<file path="src/rtl/alpha_seq_if.sv">
`default_nettype none
// ============================================================================
//  Module      : alpha_seq_if
//  Description : Bundle between the decoder schedule FSM, the alpha layer
//                store / node-processor array, and alpha_seq_ctrl.
//                master : the sequencer view (takes start, drives the store
//                         read/write beats and status).
//                slave  : the environment view (schedule FSM plus store).
//  Signals     : start, layer_start[4:0], layer_stop[4:0], g_mode  (request)
//                busy, done, err                                   (status)
//                r_en, layer_r[4:0], cntb[4:0]                     (read)
//                pe_vld, pe_g                                      (node proc)
//                w_en, layer_w[4:0], cnta[5:0]                     (write)
//  Revision    : 1.0  initial release
// ============================================================================
interface alpha_seq_if;
    logic       start;
    logic [4:0] layer_start;
    logic [4:0] layer_stop;
    logic       g_mode;
    logic       busy;
    logic       done;
    logic       err;
    logic       r_en;
    logic [4:0] layer_r;
    logic [4:0] cntb;
    logic       pe_vld;
    logic       pe_g;
    logic       w_en;
    logic [4:0] layer_w;
    logic [5:0] cnta;

    modport master (
        input  start, layer_start, layer_stop, g_mode,
        output busy, done, err,
        output r_en, layer_r, cntb,
        output pe_vld, pe_g,
        output w_en, layer_w, cnta
    );

    modport slave (
        output start, layer_start, layer_stop, g_mode,
        input  busy, done, err,
        input  r_en, layer_r, cntb,
        input  pe_vld, pe_g,
        input  w_en, layer_w, cnta
    );
endinterface
`default_nettype wire

</file>
<file path="src/rtl/alpha_seq_ctrl.sv">
`default_nettype none
// ============================================================================
//  Module      : alpha_seq_ctrl
//  Description : Alpha (LLR) layer-store sequencer for the SCAN decoder.
//                Walks one descent from layer_start down to layer_stop,
//                issuing read beats per layer, tagging the f/g operation,
//                and issuing the matching write beats into the next-lower
//                layer RD_LAT cycles later.
//  Ports       : clk    - clock, rising edge
//                rst_n  - asynchronous active-low reset
//                sq     - alpha_seq_if.master (request, status, read beats,
//                         node-processor tag, write beats)
//  Parameters  : P      - elements per beat / half-layer chunk per read
//                PE_LAT - store read-data valid to processed data valid
//                LMAX   - top layer index (log2 N)
//  Revision    : 1.0  initial release
// ============================================================================
module alpha_seq_ctrl #(
    parameter int P      = 32,
    parameter int PE_LAT = 2,
    parameter int LMAX   = 10
) (
    input  logic        clk,
    input  logic        rst_n,
    alpha_seq_if.master sq
);

    localparam int              RD_LAT     = 1 + PE_LAT;
    localparam int              LOG_P      = $clog2(P);
    localparam int              DW         = $clog2(RD_LAT + 1);
    localparam logic [4:0]      LMAX_L     = 5'(LMAX);
    localparam logic [DW-1:0]   DRAIN_INIT = DW'(RD_LAT);
    localparam logic [DW-1:0]   DRAIN_LAST = DW'(1);

    typedef enum logic [1:0] {
        S_IDLE  = 2'd0,
        S_ISSUE = 2'd1,
        S_DRAIN = 2'd2
    } state_t;

    // One in-flight beat on its way from the read port to the write port.
    typedef struct packed {
        logic       vld;
        logic [4:0] layer;
        logic [4:0] beat;
    } stage_t;

    state_t        r_state;
    logic [4:0]    r_cur;
    logic [4:0]    r_stop;
    logic [4:0]    r_last;     // last beat index of the layer being read
    logic          r_gflag;
    logic [DW-1:0] r_drain;
    logic          r_busy;
    logic          r_done;
    logic          r_err;
    logic          r_rd_en;
    logic [4:0]    r_layer_r;
    logic [4:0]    r_cntb;
    logic          r_pe_g;
    stage_t        r_pipe [RD_LAT];

    logic [4:0]    w_next_layer;
    logic          w_start_bad;

    assign w_next_layer = r_cur - 5'd1;
    assign w_start_bad  = (sq.layer_start > LMAX_L) ||
                          (sq.layer_stop == 5'd0) ||
                          (sq.layer_start <= sq.layer_stop);

    // Last beat index of a layer: a layer holds 2^(L-1) elements per half,
    // fetched P at a time, with a single beat once a half fits in one beat.
    function automatic logic [4:0] last_beat(input logic [4:0] layer);
        int half_log;
        int nbeat;
        half_log = int'(layer) - 1;
        if (half_log <= LOG_P)
            nbeat = 1;
        else
            nbeat = 1 << (half_log - LOG_P);
        return 5'(nbeat - 1);
    endfunction

    // ------------------------------------------------------------------
    // Descent FSM. All outputs are registered; the first read beat is
    // issued on the same edge that accepts start.
    // ------------------------------------------------------------------
    always_ff @(posedge clk or negedge rst_n) begin
        if (!rst_n) begin
            r_state   <= S_IDLE;
            r_cur     <= 5'd0;
            r_stop    <= 5'd0;
            r_last    <= 5'd0;
            r_gflag   <= 1'b0;
            r_drain   <= '0;
            r_busy    <= 1'b0;
            r_done    <= 1'b0;
            r_err     <= 1'b0;
            r_rd_en   <= 1'b0;
            r_layer_r <= 5'd0;
            r_cntb    <= 5'd0;
        end else begin
            r_done <= 1'b0;
            r_err  <= 1'b0;
            case (r_state)
                S_IDLE: begin
                    if (sq.start) begin
                        if (w_start_bad) begin
                            r_err <= 1'b1;
                        end else begin
                            r_cur     <= sq.layer_start;
                            r_stop    <= sq.layer_stop;
                            r_gflag   <= sq.g_mode;
                            r_last    <= last_beat(sq.layer_start);
                            r_busy    <= 1'b1;
                            r_rd_en   <= 1'b1;
                            r_layer_r <= sq.layer_start;
                            r_cntb    <= 5'd0;
                            r_state   <= S_ISSUE;
                        end
                    end
                end

                S_ISSUE: begin
                    if (r_cntb == r_last) begin
                        r_rd_en   <= 1'b0;
                        r_layer_r <= 5'd0;
                        r_cntb    <= 5'd0;
                        r_drain   <= DRAIN_INIT;
                        r_state   <= S_DRAIN;
                    end else begin
                        r_cntb <= r_cntb + 5'd1;
                    end
                end

                S_DRAIN: begin
                    // Waiting out RD_LAT cycles lets the last write into
                    // cur-1 land before cur-1 is read as the next source.
                    if (r_drain == DRAIN_LAST) begin
                        if (w_next_layer > r_stop) begin
                            r_cur     <= w_next_layer;
                            r_gflag   <= 1'b0;
                            r_last    <= last_beat(w_next_layer);
                            r_rd_en   <= 1'b1;
                            r_layer_r <= w_next_layer;
                            r_cntb    <= 5'd0;
                            r_state   <= S_ISSUE;
                        end else begin
                            r_done  <= 1'b1;
                            r_busy  <= 1'b0;
                            r_state <= S_IDLE;
                        end
                    end else begin
                        r_drain <= r_drain - DRAIN_LAST;
                    end
                end

                default: r_state <= S_IDLE;
            endcase
        end
    end

    // ------------------------------------------------------------------
    // Write pipeline. Shifts every cycle regardless of the FSM so each
    // issued read produces exactly one write RD_LAT cycles later. The g
    // tag is only needed at the node-processor input, so it is carried
    // one stage only.
    // ------------------------------------------------------------------
    always_ff @(posedge clk or negedge rst_n) begin
        if (!rst_n) begin
            r_pe_g <= 1'b0;
            for (int i = 0; i < RD_LAT; i++) begin
                r_pipe[i] <= '0;
            end
        end else begin
            r_pe_g         <= r_rd_en & r_gflag;
            r_pipe[0].vld   <= r_rd_en;
            r_pipe[0].layer <= r_rd_en ? (r_layer_r - 5'd1) : 5'd0;
            r_pipe[0].beat  <= r_cntb;
            for (int i = 1; i < RD_LAT; i++) begin
                r_pipe[i] <= r_pipe[i-1];
            end
        end
    end

    assign sq.busy    = r_busy;
    assign sq.done    = r_done;
    assign sq.err     = r_err;
    assign sq.r_en    = r_rd_en;
    assign sq.layer_r = r_layer_r;
    assign sq.cntb    = r_cntb;
    assign sq.pe_vld  = r_pipe[0].vld;
    assign sq.pe_g    = r_pe_g;
    assign sq.w_en    = r_pipe[RD_LAT-1].vld;
    assign sq.layer_w = r_pipe[RD_LAT-1].layer;
    assign sq.cnta    = {1'b0, r_pipe[RD_LAT-1].beat};

endmodule
`default_nettype wire
</file>
<file path="src/flat_wrapper.sv">
// flat-port wrapper written by rule: the top's interface ports become plain ports
module alpha_seq_ctrl_flat 
#(
    parameter int P      = 32,
    parameter int PE_LAT = 2,
    parameter int LMAX   = 10
)
  (clk, rst_n, sq_start, sq_layer_start, sq_layer_stop, sq_g_mode, sq_busy, sq_done, sq_err, sq_r_en, sq_layer_r, sq_cntb, sq_pe_vld, sq_pe_g, sq_w_en, sq_layer_w, sq_cnta);
  alpha_seq_if sq_i ();
  input  logic clk;
  input  logic rst_n;
  input wire logic [$bits(sq_i.start)-1:0] sq_start;
  input wire logic [$bits(sq_i.layer_start)-1:0] sq_layer_start;
  input wire logic [$bits(sq_i.layer_stop)-1:0] sq_layer_stop;
  input wire logic [$bits(sq_i.g_mode)-1:0] sq_g_mode;
  output wire logic [$bits(sq_i.busy)-1:0] sq_busy;
  output wire logic [$bits(sq_i.done)-1:0] sq_done;
  output wire logic [$bits(sq_i.err)-1:0] sq_err;
  output wire logic [$bits(sq_i.r_en)-1:0] sq_r_en;
  output wire logic [$bits(sq_i.layer_r)-1:0] sq_layer_r;
  output wire logic [$bits(sq_i.cntb)-1:0] sq_cntb;
  output wire logic [$bits(sq_i.pe_vld)-1:0] sq_pe_vld;
  output wire logic [$bits(sq_i.pe_g)-1:0] sq_pe_g;
  output wire logic [$bits(sq_i.w_en)-1:0] sq_w_en;
  output wire logic [$bits(sq_i.layer_w)-1:0] sq_layer_w;
  output wire logic [$bits(sq_i.cnta)-1:0] sq_cnta;
  assign sq_i.start = sq_start;
  assign sq_i.layer_start = sq_layer_start;
  assign sq_i.layer_stop = sq_layer_stop;
  assign sq_i.g_mode = sq_g_mode;
  assign sq_busy = sq_i.busy;
  assign sq_done = sq_i.done;
  assign sq_err = sq_i.err;
  assign sq_r_en = sq_i.r_en;
  assign sq_layer_r = sq_i.layer_r;
  assign sq_cntb = sq_i.cntb;
  assign sq_pe_vld = sq_i.pe_vld;
  assign sq_pe_g = sq_i.pe_g;
  assign sq_w_en = sq_i.w_en;
  assign sq_layer_w = sq_i.layer_w;
  assign sq_cnta = sq_i.cnta;
  alpha_seq_ctrl #(.P(P), .PE_LAT(PE_LAT), .LMAX(LMAX)) u_core (.clk(clk), .rst_n(rst_n), .sq(sq_i));
endmodule
</file>
<file path="config.mk">
export PLATFORM = sky130hd
export DESIGN_NAME = alpha_seq_ctrl_flat
export DESIGN_NICKNAME = d
export VERILOG_FILES = /design/src/rtl/alpha_seq_if.sv /design/src/rtl/alpha_seq_ctrl.sv /design/src/flat_wrapper.sv
export SDC_FILE = /design/constraint.sdc
export NUM_CORES = 1
export LEC_CHECK = 0
export BUFFER_PORTS_ARGS = -buffer_cell sky130_fd_sc_hd__buf_2
export CAP_MARGIN = 15
export CORE_MARGIN = 2
export CORE_UTILIZATION = 45
export CTS_CLUSTER_SIZE = 20
export DETAILED_ROUTE_END_ITERATION = 7
export PLACE_DENSITY_LB_ADDON = 0.12
export SLEW_MARGIN = 40
export SYNTH_ARGS = -nofsm -noshare
export SYNTH_HDL_FRONTEND = slang
export SYNTH_SLANG_ARGS = --single-unit
export TNS_END_PERCENT = 20
</file>
<file path="constraint.sdc">
create_clock -name clk -period 5.24 [get_ports clk]
set_clock_uncertainty 0.05 [all_clocks]
set_input_delay 0.786 -clock clk [delete_from_list [all_inputs] [get_ports clk]]
set_output_delay 0.786 -clock clk [all_outputs]
set_load 0.02 [all_outputs]
</file>
==> results of run 1 <==
## layer usage
metal  GRT usage, %  wire length [um]  vias up
met5              0                 0        -
met4           4.31                79        0
met3           3.80               293        6
met2           33.0              4560       52
met1           24.7              4300     1599
li1               -                 -     1618
## logic make-up (layout without fill, tap and decap cells)
family                   count (synthesis)  in the layout  share of synthesized area [%]
AND/OR/NAND/NOR                        134            134                           16.8
adder cells (fa/ha/maj)                 42             42                           12.0
AO/OA/AOI/OAI                          105            105                           16.1
XOR/XNOR                                28             28                           6.39
flip-flops                              68             68                           38.8
multiplexers                             6              6                           1.46
buffers and inverters                   68             93                           8.36
other                                    1              1                         0.0856
## worst max-delay path by stage
stage                           start               end  cells past startpoint
floorplan           sq_layer_start[0]  u_core.r_last[2]                     16
global placement    sq_layer_start[0]  u_core.r_last[4]                     15
detailed placement  sq_layer_start[0]  u_core.r_last[4]                     15
CTS                   u_core.r_cur[1]  u_core.r_last[4]                     15
global route          u_core.r_cur[1]  u_core.r_last[4]                     15
finish                u_core.r_cur[1]  u_core.r_last[4]                     15
## cell type report
type | count | area [sq um]
fill | 949 | 4880
multi-input combinational | 316 | 2310
sequential | 68 | 1700
timing repair buffer | 43 | 226
tap | 133 | 166
inverter | 34 | 128
clock buffer | 9 | 124
clock inverter | 7 | 51.3
## flip-flops by register name, summed over array words and instances, names as in the netlist, 2 cells and up
name,count
u_core.r_stop,5
u_core.sq.layer_r,5
u_core.sq.cnta,5
u_core.sq.layer_w,5
u_core.r_pipe,21
u_core.r_last,5
u_core.sq.cntb,5
u_core.r_cur,5
u_core.r_state,2
u_core.r_drain,2
## cells in the final DEF (no fill, tap or decap), types with 3 or more instances in the layout
cell and count:
mux2i_1 3, mux2_2 3, nor3b_1 4, o22a_1 3, or3_1 3, nand2b_1 4
nor2_1 24, nor4_1 5, o21ai_1 7, inv_1 33, o221ai_1 7, nand3_1 11
and2_1 7, ha_1 42, a211oi_1 4, xnor2_1 12, o21ai_0 23, o21a_1 4
nand4b_1 4, nand2_1 33, nor2b_1 7, a31oi_1 5, a32o_1 3, nor3_1 8
nand3b_1 4, a21oi_1 19, a21o_1 3, buf_2 40, clkbuf_8 9, dfrtp_1 68
xor2_1 14, o22ai_1 4, nand4_1 7, o31ai_1 3
## stage by stage
stage / hold slack (ps) / worst slack [ps]
after floorplan: 281 / 1360
after global placement: 282 / 980
after detailed placement: 285 / 843
after CTS: 301 / 845
after global routing: 303 / 360
final: 300 / 817
## report_power, final
group	internal (W)	switching, W	total [W]
registers	0.000715	0.000161	0.000876
clock network	0.000174	0.000203	0.000376
logic	0.000719	0.00107	0.00178
total	0.00161	0.00143	0.00304
## worst register-to-register path: stages (launching register included)
cell	delay, ps
dfrtp_1	500
inv_1	130
ha_1	370
inv_1	100
o311a_1	350
o21ai_1	260
xor2_1	330
nand3b_1	160
ha_1	230
nor4b_1	310
nand4_1	130
nor4_1	570
nand2_1	120
o31ai_1	330
a21oi_2	120
a32o_1	260
## Yosys cell counts, types with 2 or more instances
master    number  share of area (%)
dfrtp_1       68                 39
a32o_1         3               0.69
nor3_1         8               0.91
o211ai_1       2               0.34
o221ai_1       7                1.4
nand2b_1       4               0.57
o31ai_1        3               0.51
nand2_1       33                2.8
buf_2          5               0.57
xor2_1        14                2.8
o22ai_1        4               0.57
o21ai_1        7               0.80
buf_6          6                1.5
o21a_1         4               0.69
nor3b_1        4               0.69
mux2i_1        3               0.69
o21bai_1       2               0.34
and2_1         7                1.0
nand3b_1       4               0.69
a211oi_1       4               0.69
ha_1          42                 12
a21oi_1       19                2.2
nor3b_2        2               0.57
nand3_1       11                1.3
o21ai_0       23                2.6
nor2_1        24                2.1
inv_1         33                2.8
o22a_1         3               0.60
nand4b_1       4               0.80
nor4_1         5               0.71
nand4_1        7                1.0
and3_1         2               0.29
a31oi_1        5               0.71
a211o_1        2               0.40
or3_1          3               0.43
mux2_2         3               0.77
buf_4         16                2.7
nor2b_1        7                1.0
a21o_1         3               0.51
clkbuf_1       6               0.51
xnor2_1       12                2.4
==> results.toml, run 1 <==
[finish]
drive_gt1_share_pct = 15.7
n_antenna_cell = 0
post-route-util_pct = 49.1
final_cell_area_sq_um = 4710
instances_no_fill = 610
area_growth_pct = 7.51
nNetsFinal = 528

[route]
first_iter_violations = 144
finalWirelength_um = 9230
drt.antenna.violating_nets = 0
vias_per_cell = 5.37
route.vias.total = 3275
drt-wirelength-per-cell_um = 15.1
drc = 0
dr.pass1.iters = 4

[cts]
cts_tree = "yes"
cts_setup_buffers = 0
cts_resized = 0
cts_max_level = 3
cts_hold_buffers = 0
cts_max_path_buffers = 2
cts_root_buf = "clkbuf_8"
clock-sinks = 68
insertion_delay_ps = 340
clk_pin_slew_worst_paths_ps = 70
numCtsBuffers = 9

[worst_setup_path]
regToRegEndpoint = "u_core.r_last[4]"
critPathBufInv = 2
cp_slowest_stage_delay_ps = 570
crit_path_end_kind = "register"
crit_type = "register to register"
slowest_stage = "nor4_1"
r2r_start = "u_core.r_cur[1]"
path_cells = "inv_1 -> ha_1 -> inv_1 -> o311a_1 -> o21ai_1 -> xor2_1 -> nand3b_1 -> ha_1 -> nor4b_1 -> nand4_1 -> nor4_1 -> nand2_1 -> o31ai_1 -> a21oi_2 -> a32o_1"
r2r_cells = 15
cp_top_family = "compound AO/OA/AOI/OAI gates"
crit_required_ps = 5420
rrSetupSlack_ps = 820
cp-start-kind = "register"
worstPathArrival_ps = 4600
crit_fanout = 10

[timing]
fin_setup_tns_ps = 0
fmax_ghz = 0.226
slew_violations = 0
setup_viol = 0
finalHoldViolCount = 0
worst-slew-pin-transition_ps = 728
worst_slew_margin_rel_pct = 51.0
period_needed_ps = 4420
rsz0062_at_grt = "false"
period_share_pct = 84.4

[grt]
gr-usage-all-layers_pct = 19.1
grt_pass1_wl_um = 15600
antenna_found_initial = 0
grt_overflow = 0
grt_max_degree = 69
grt_pass1_vias = 3208

[floorplan]
die_area_sq_um = 10500
io_pins = 42
start_util_pct = 45.7
rows = 36
core_area_sq_um = 9590
die_h_um = 103
die_x_um = 103

[placement]
placed_cell_area_sq_um = 4530
dp_hpwl_um = 7000
dp_cells = 594
place.gp.congestion = 0.818
portBuffers = 40

[worst_hold_path]
min_from = "u_core.r_pipe[31]"
hp-class = "register to register"
worstHoldEndpoint = "u_core.r_pipe[20]"
min_delay_path_depth = 0

[outcome]
status = "finished clean"

[synthesis]
synth-seq-area-share_pct = 38.8
ys_ff_latch = 68
synth_edf_count = 0
netlist_area_sq_um = 4380
avgSynthCellArea_sq_um = 9.70
yosysWarnings = 0
synthArstFlopShare_pct = 100
syn_inst = 452
syn-num-nets = 508
yosysUniqueCellTypes = 69
ys.flop_type = "dfrtp_1"

[power]
p_leak_nw = 2.18
power.density_nw_per_um2 = 644
power_w = 0.00304
vdd_drop_max_uv = 399

[job]
maxCapViolCount = 0
Power figures use the tool's default switching activity.
==> inputs of run 2 (changes only) <==
- ABC_AREA: default -> 1
- clock period: 5.24 -> 3.7 ns (I/O delays scaled with it)
==> results.toml, run 2 <==
[synthesis]
synthArstFlopShare_pct = 100
synth_most_common_cell = "nand2_1"
ys.flop_type = "dfrtp_1"
synth_area_leaders = "dfrtp_1 (40%), ha_1 (12%), nand2_1 (9.5%)"
yosysUniqueCellTypes = 41
synth-seq-area-share_pct = 40.0
avgSynthCellArea_sq_um = 8.17
ys_ff_latch = 68
synth_edf_count = 0
synth_top_cell_by_area = "dfrtp_1"
syn_inst = 520
syn-num-nets = 576
yosysTopAreaCellShare_pct = 40.0
netlist_area_sq_um = 4250
synth_commonest_cells = "nand2_1 (108), dfrtp_1 (68), inv_1 (67)"
yosysWarnings = 0

[power]
switching_share_pct = 46.3
vdd_drop_max_uv = 667
combPwrFrac_pct = 56.8
p_int_w = 0.00248
p_leak_nw = 2.55
power_w = 0.00462
switchingPower_w = 0.00214
p_seq_share_pct = 25.3
pwr-share-clk_pct = 17.9
power.density_nw_per_um2 = 948

[timing]
setup_viol = 0
fmax_ghz = 0.302
slew_violations = 0
finalHoldViolCount = 0
worst_slew_margin_rel_pct = 63.9
rsz0062_at_grt = "false"
period_needed_ps = 3310
period_share_pct = 89.6
worst-slew-pin-transition_ps = 541
fin_setup_tns_ps = 0

[worst_setup_path]
crit_type = "register to register"
r2r_start = "u_core.r_cur[1]"
r2r_cells = 26
crit_start = "u_core.r_cur[1]"
crit_path_end_kind = "register"
crit_required_ps = 3880
crit_fanout = 6
worstPathArrival_ps = 3500
cp-start-kind = "register"

[floorplan]
start_util_pct = 46.2
die_area_sq_um = 10200
rows = 35
io_pins = 42
die_h_um = 101
core_area_sq_um = 9200
die_x_um = 101

[finish]
multi_input_area_sq_um = 2180
regMostFlops = "u_core.r_pipe"
nNetsFinal = 623
seq_area_sq_um = 1700
final_cell_area_sq_um = 4870
mostFrequentLayoutCells = "nand2_1 (108), dfrtp_1 (68), inv_1 (66)"
final_common_cell = "nand2_1"
largest_reg_flops = 21
n_antenna_cell = 0
drive_gt1_share_pct = 18.9
area_growth_pct = 14.6
fill_cells = 889

[cts]
clk_pin_slew_worst_paths_ps = 90
cts_max_path_buffers = 2
cts_tree = "yes"
insertion_delay_ps = 340
cts_max_level = 3
cts_hold_buffers = 0
cts_root_buf = "clkbuf_8"
numCtsBuffers = 9
clock-sinks = 68

[route]
drt.antenna.violating_nets = 0
vias_per_cell = 5.06
first_iter_violations = 189
finalWirelength_um = 9330
route.vias.total = 3459
drt-wirelength-per-cell_um = 13.7
dr.pass1.iters = 4
drc = 0

[grt]
antenna_found_initial = 0
grt_pass1_wl_um = 15600
grt_max_degree = 37
grt_overflow = 0
gr-usage-all-layers_pct = 19.4
grt_pass1_vias = 3321

[placement]
dp_hpwl_um = 7330
placed_cell_area_sq_um = 4540
portBuffers = 40
place.gp.congestion = 0.871

[outcome]
status = "finished clean"

[job]
maxCapViolCount = 0

[worst_hold_path]
hp-class = "input pin to async pin"
run 2: changes by cell type after synthesis, sizes merged, moves of 12 or more:
cell,before,now
nand3,11,43
inv,34,75
buf,28,14
a21oi,20,8
nor2,24,54
nand2,33,116
run 2: path summary, 6_finish.rpt:
check / to / slack, ps
max: u_core.r_last[4] / 390
min: u_core.sq.cntb[2] / 110
max reg2reg: u_core.r_last[4] / 390
min reg2reg: u_core.r_pipe[15] / 300
max in group asynchronous: u_core.r_pipe[11] / 2870
min in group clk: u_core.r_pipe[15] / 300
run 2: metal layers:
| layer | vias up | share of wire [%] | GRT usage (%) |
|---|---|---|---|
| met5 | - | 0 | 0 |
| met4 | 0 | 1.7 | 6.65 |
| met3 | 12 | 3.2 | 2.97 |
| met2 | 74 | 48 | 32.8 |
| met1 | 1604 | 47 | 25.4 |
| li1 | 1769 | - | - |
run 2: layout make-up:
class | count | share of cell area (%)
multi-input cells | 361 | 44.9
flip-flops and latches | 68 | 34.9
repair buffers | 52 | 6.01
inverters | 75 | 5.78
clock inverters | 7 | 3.01
well taps | 111 | 2.85
clock buffers | 9 | 2.54
run 2: cell families (layout without fill, tap and decap cells):
kind of cell             count (synthesis)  in the layout  synth area share, %
AND/OR/NAND/NOR                        246            246                 27.0
adder cells (fa/ha/maj)                 42             42                 12.4
flip-flops                              68             68                 40.0
multiplexers                             1              1                0.265
buffers and inverters                   91            143                 9.39
XOR/XNOR                                17             17                 3.68
AO/OA/AOI/OAI                           54             54                 7.18
other                                    1              1               0.0882
run 2: power groups by stage:
stage	clock, W	combinational (W)	sequential [W]
final	0.000825	0.00262	0.00117
after floorplan	0	0.00187	0.00123
after detailed placement	0	0.00249	0.00118
after global routing	0.000874	0.00297	0.00120
after global placement	0	0.00241	0.00118
after CTS	0.000838	0.00250	0.00117
run 2: critical path, stage by stage, from the launching register on:
cell     delay (ps)
dfrtp_1         420
inv_2           110
ha_4            160
inv_1            50
nand2_1          80
nand2_1          60
nand2_1          80
inv_1            50
nand2_1          70
nand2_1         100
inv_1            80
nand2_1         110
nor2_4          170
inv_1            60
ha_1            300
nor2_1          110
nand3_1         110
nor4_2          310
nand3_2         120
nor2_2          140
nand3_1          90
nand2_1          80
nand2_1          50
nand2_1          80
nor2_2           50
nand4_1          60
nand2_1          50
run 2: through the flow:
stage          hold slack [ps]  util (%)  instances  setup slack [ps]
2_1_floorplan              209         -        520               471
3_3_place_gp               282      49.4        664               297
3_5_place_dp               285      49.4        664               133
4_1_cts                    262      52.3        680               104
5_1_grt                    146      53.0        683              11.1
6_report                   110      53.0        683               386
run 2: timing repair:
item                                   in CTS  in global routing
resized for setup                           0                  8
endpoints found under the hold margin       0                  0
setup endpoints to repair                   0                  5
buffers inserted                            0                  3
==> inputs of run 3 (changes only) <==
- CORE_UTILIZATION: 45 -> 26
==> results.toml, run 3 (synthesis results as in run 2) <==
[outcome]
status = "finished clean"

[route]
drt.antenna.violating_nets = 0
drt-wirelength-per-cell_um = 13.0
route.vias.total = 3377
drc = 0
finalWirelength_um = 10200
first_iter_violations = 108
vias_per_cell = 4.30
dr.pass1.iters = 4

[placement]
dp_cells = 771
portBuffers = 40
place.gp.congestion = 0.825
dp_hpwl_um = 8050

[worst_setup_path]
crit_fanout = 6
crit_type = "register to register"
crit_required_ps = 3870
crit_path_end_kind = "register"
worstPathArrival_ps = 3550
cp-start-kind = "register"

[floorplan]
start_util_pct = 26.7
core_area_sq_um = 15900
io_pins = 42
die_h_um = 132
die_x_um = 132
die_area_sq_um = 17400
rows = 46

[finish]
seq_area_sq_um = 1700
regMostFlops = "u_core.r_pipe"
area_growth_pct = 18.7
instances_no_fill = 786
multi_input_area_sq_um = 2180
post-route-util_pct = 31.7
final_common_cell = "nand2_1"
fill_cells = 1712
largest_reg_flops = 21
n_antenna_cell = 0
nNetsFinal = 622
drive_gt1_share_pct = 18.4
mostFrequentLayoutCells = "nand2_1 (108), dfrtp_1 (68), inv_1 (67)"

[power]
p_leak_nw = 2.57
vdd_drop_max_uv = 501
power.density_nw_per_um2 = 939

[timing]
slew_violations = 0
fmax_ghz = 0.296
period_share_pct = 91.4
period_needed_ps = 3380
holdWs_ps = 86.2
setup_viol = 0
finalHoldViolCount = 0

[cts]
clk_pin_slew_worst_paths_ps = 60
cts_root_buf = "clkbuf_16"
cts_tree = "yes"
cts_hold_buffers = 0
cts_resized = 0
cts_max_path_buffers = 2
numCtsBuffers = 9
insertion_delay_ps = 330
cts_max_level = 3
clock-sinks = 68
cts_setup_buffers = 0

[grt]
grt_overflow = 0
antenna_found_initial = 0
grt_max_degree = 36
grt_pass1_wl_um = 17000
gr-usage-all-layers_pct = 12.2
grt_pass1_vias = 3436

[worst_hold_path]
hp-class = "input pin to async pin"

[job]
maxCapViolCount = 0
run 3: final cells by class:
class | instances | share of cell area (%)
multi-input cells | 361 | 43.3
flip-flops and latches | 68 | 33.7
repair buffers | 51 | 5.60
inverters | 75 | 5.58
well taps | 216 | 5.36
clock buffers | 11 | 5.01
clock inverters | 4 | 1.44
run 3: worst max-delay path, cell delays in order (launching register included):
cell     delay, ps
dfrtp_1        420
inv_1          150
ha_4           180
inv_1           50
nand2_1         70
nand2_1         70
nand2_1         80
inv_1           50
nand2_1         70
nand2_1         70
buf_4          140
nor2_2         140
nand2_2        110
ha_1           330
nor2_1         120
nand3_1        100
nor4_2         270
nand3_2        130
nor2_2         140
nand3_1         90
nand2_1        100
nand2_1         50
nand2_1        100
nor2_2          60
nand4_1         70
nand2_1         50
run 3: path summary, 6_finish.rpt:
kind | from | endpoint | slack (ps) | cells after the start
min in group clk | u_core.r_pipe[30] | u_core.r_pipe[19] | 290 | 0
setup / recovery | u_core.r_cur[1] | u_core.r_last[4] | 320 | 25
hold / removal | rst_n | u_core.r_last[3] | 90 | 1
max in group asynchronous | rst_n | u_core.sq.cnta[0] | 2750 | 2
setup reg to reg | u_core.r_cur[1] | u_core.r_last[4] | 320 | 25
hold reg to reg | u_core.r_pipe[30] | u_core.r_pipe[19] | 290 | 0
run 3: stage by stage:
step / setup WS (ps) / setup TNS, ps / area [sq um] / power (W)
final: 320 / 0 / 5050 / 0.00474
after global routing: -22.2 / -41.4 / 5050 / 0.00522
after CTS: 70.1 / 0 / 5010 / 0.00470
after detailed placement: 97.7 / 0 / 4690 / 0.00374
after global placement: 131 / 0 / 4690 / 0.00374
after floorplan: 471 / 0 / 4250 / 0.00310
run 3: where the power goes:
group          switching, W  leakage [nW]  internal [W]
Clock              0.000305         0.158      0.000621
Sequential         0.000155         0.870       0.00102
Combinational       0.00170          1.54      0.000943
Total               0.00216          2.57       0.00258
run 3: layer usage:
layer	global-route usage (%)	part of all wire, %	vias up
li1	-	-	1758
met1	15.7	49	1545
met2	20.1	46	57
met3	1.61	2.8	17
met4	6.04	2.4	0
met5	0	0	-
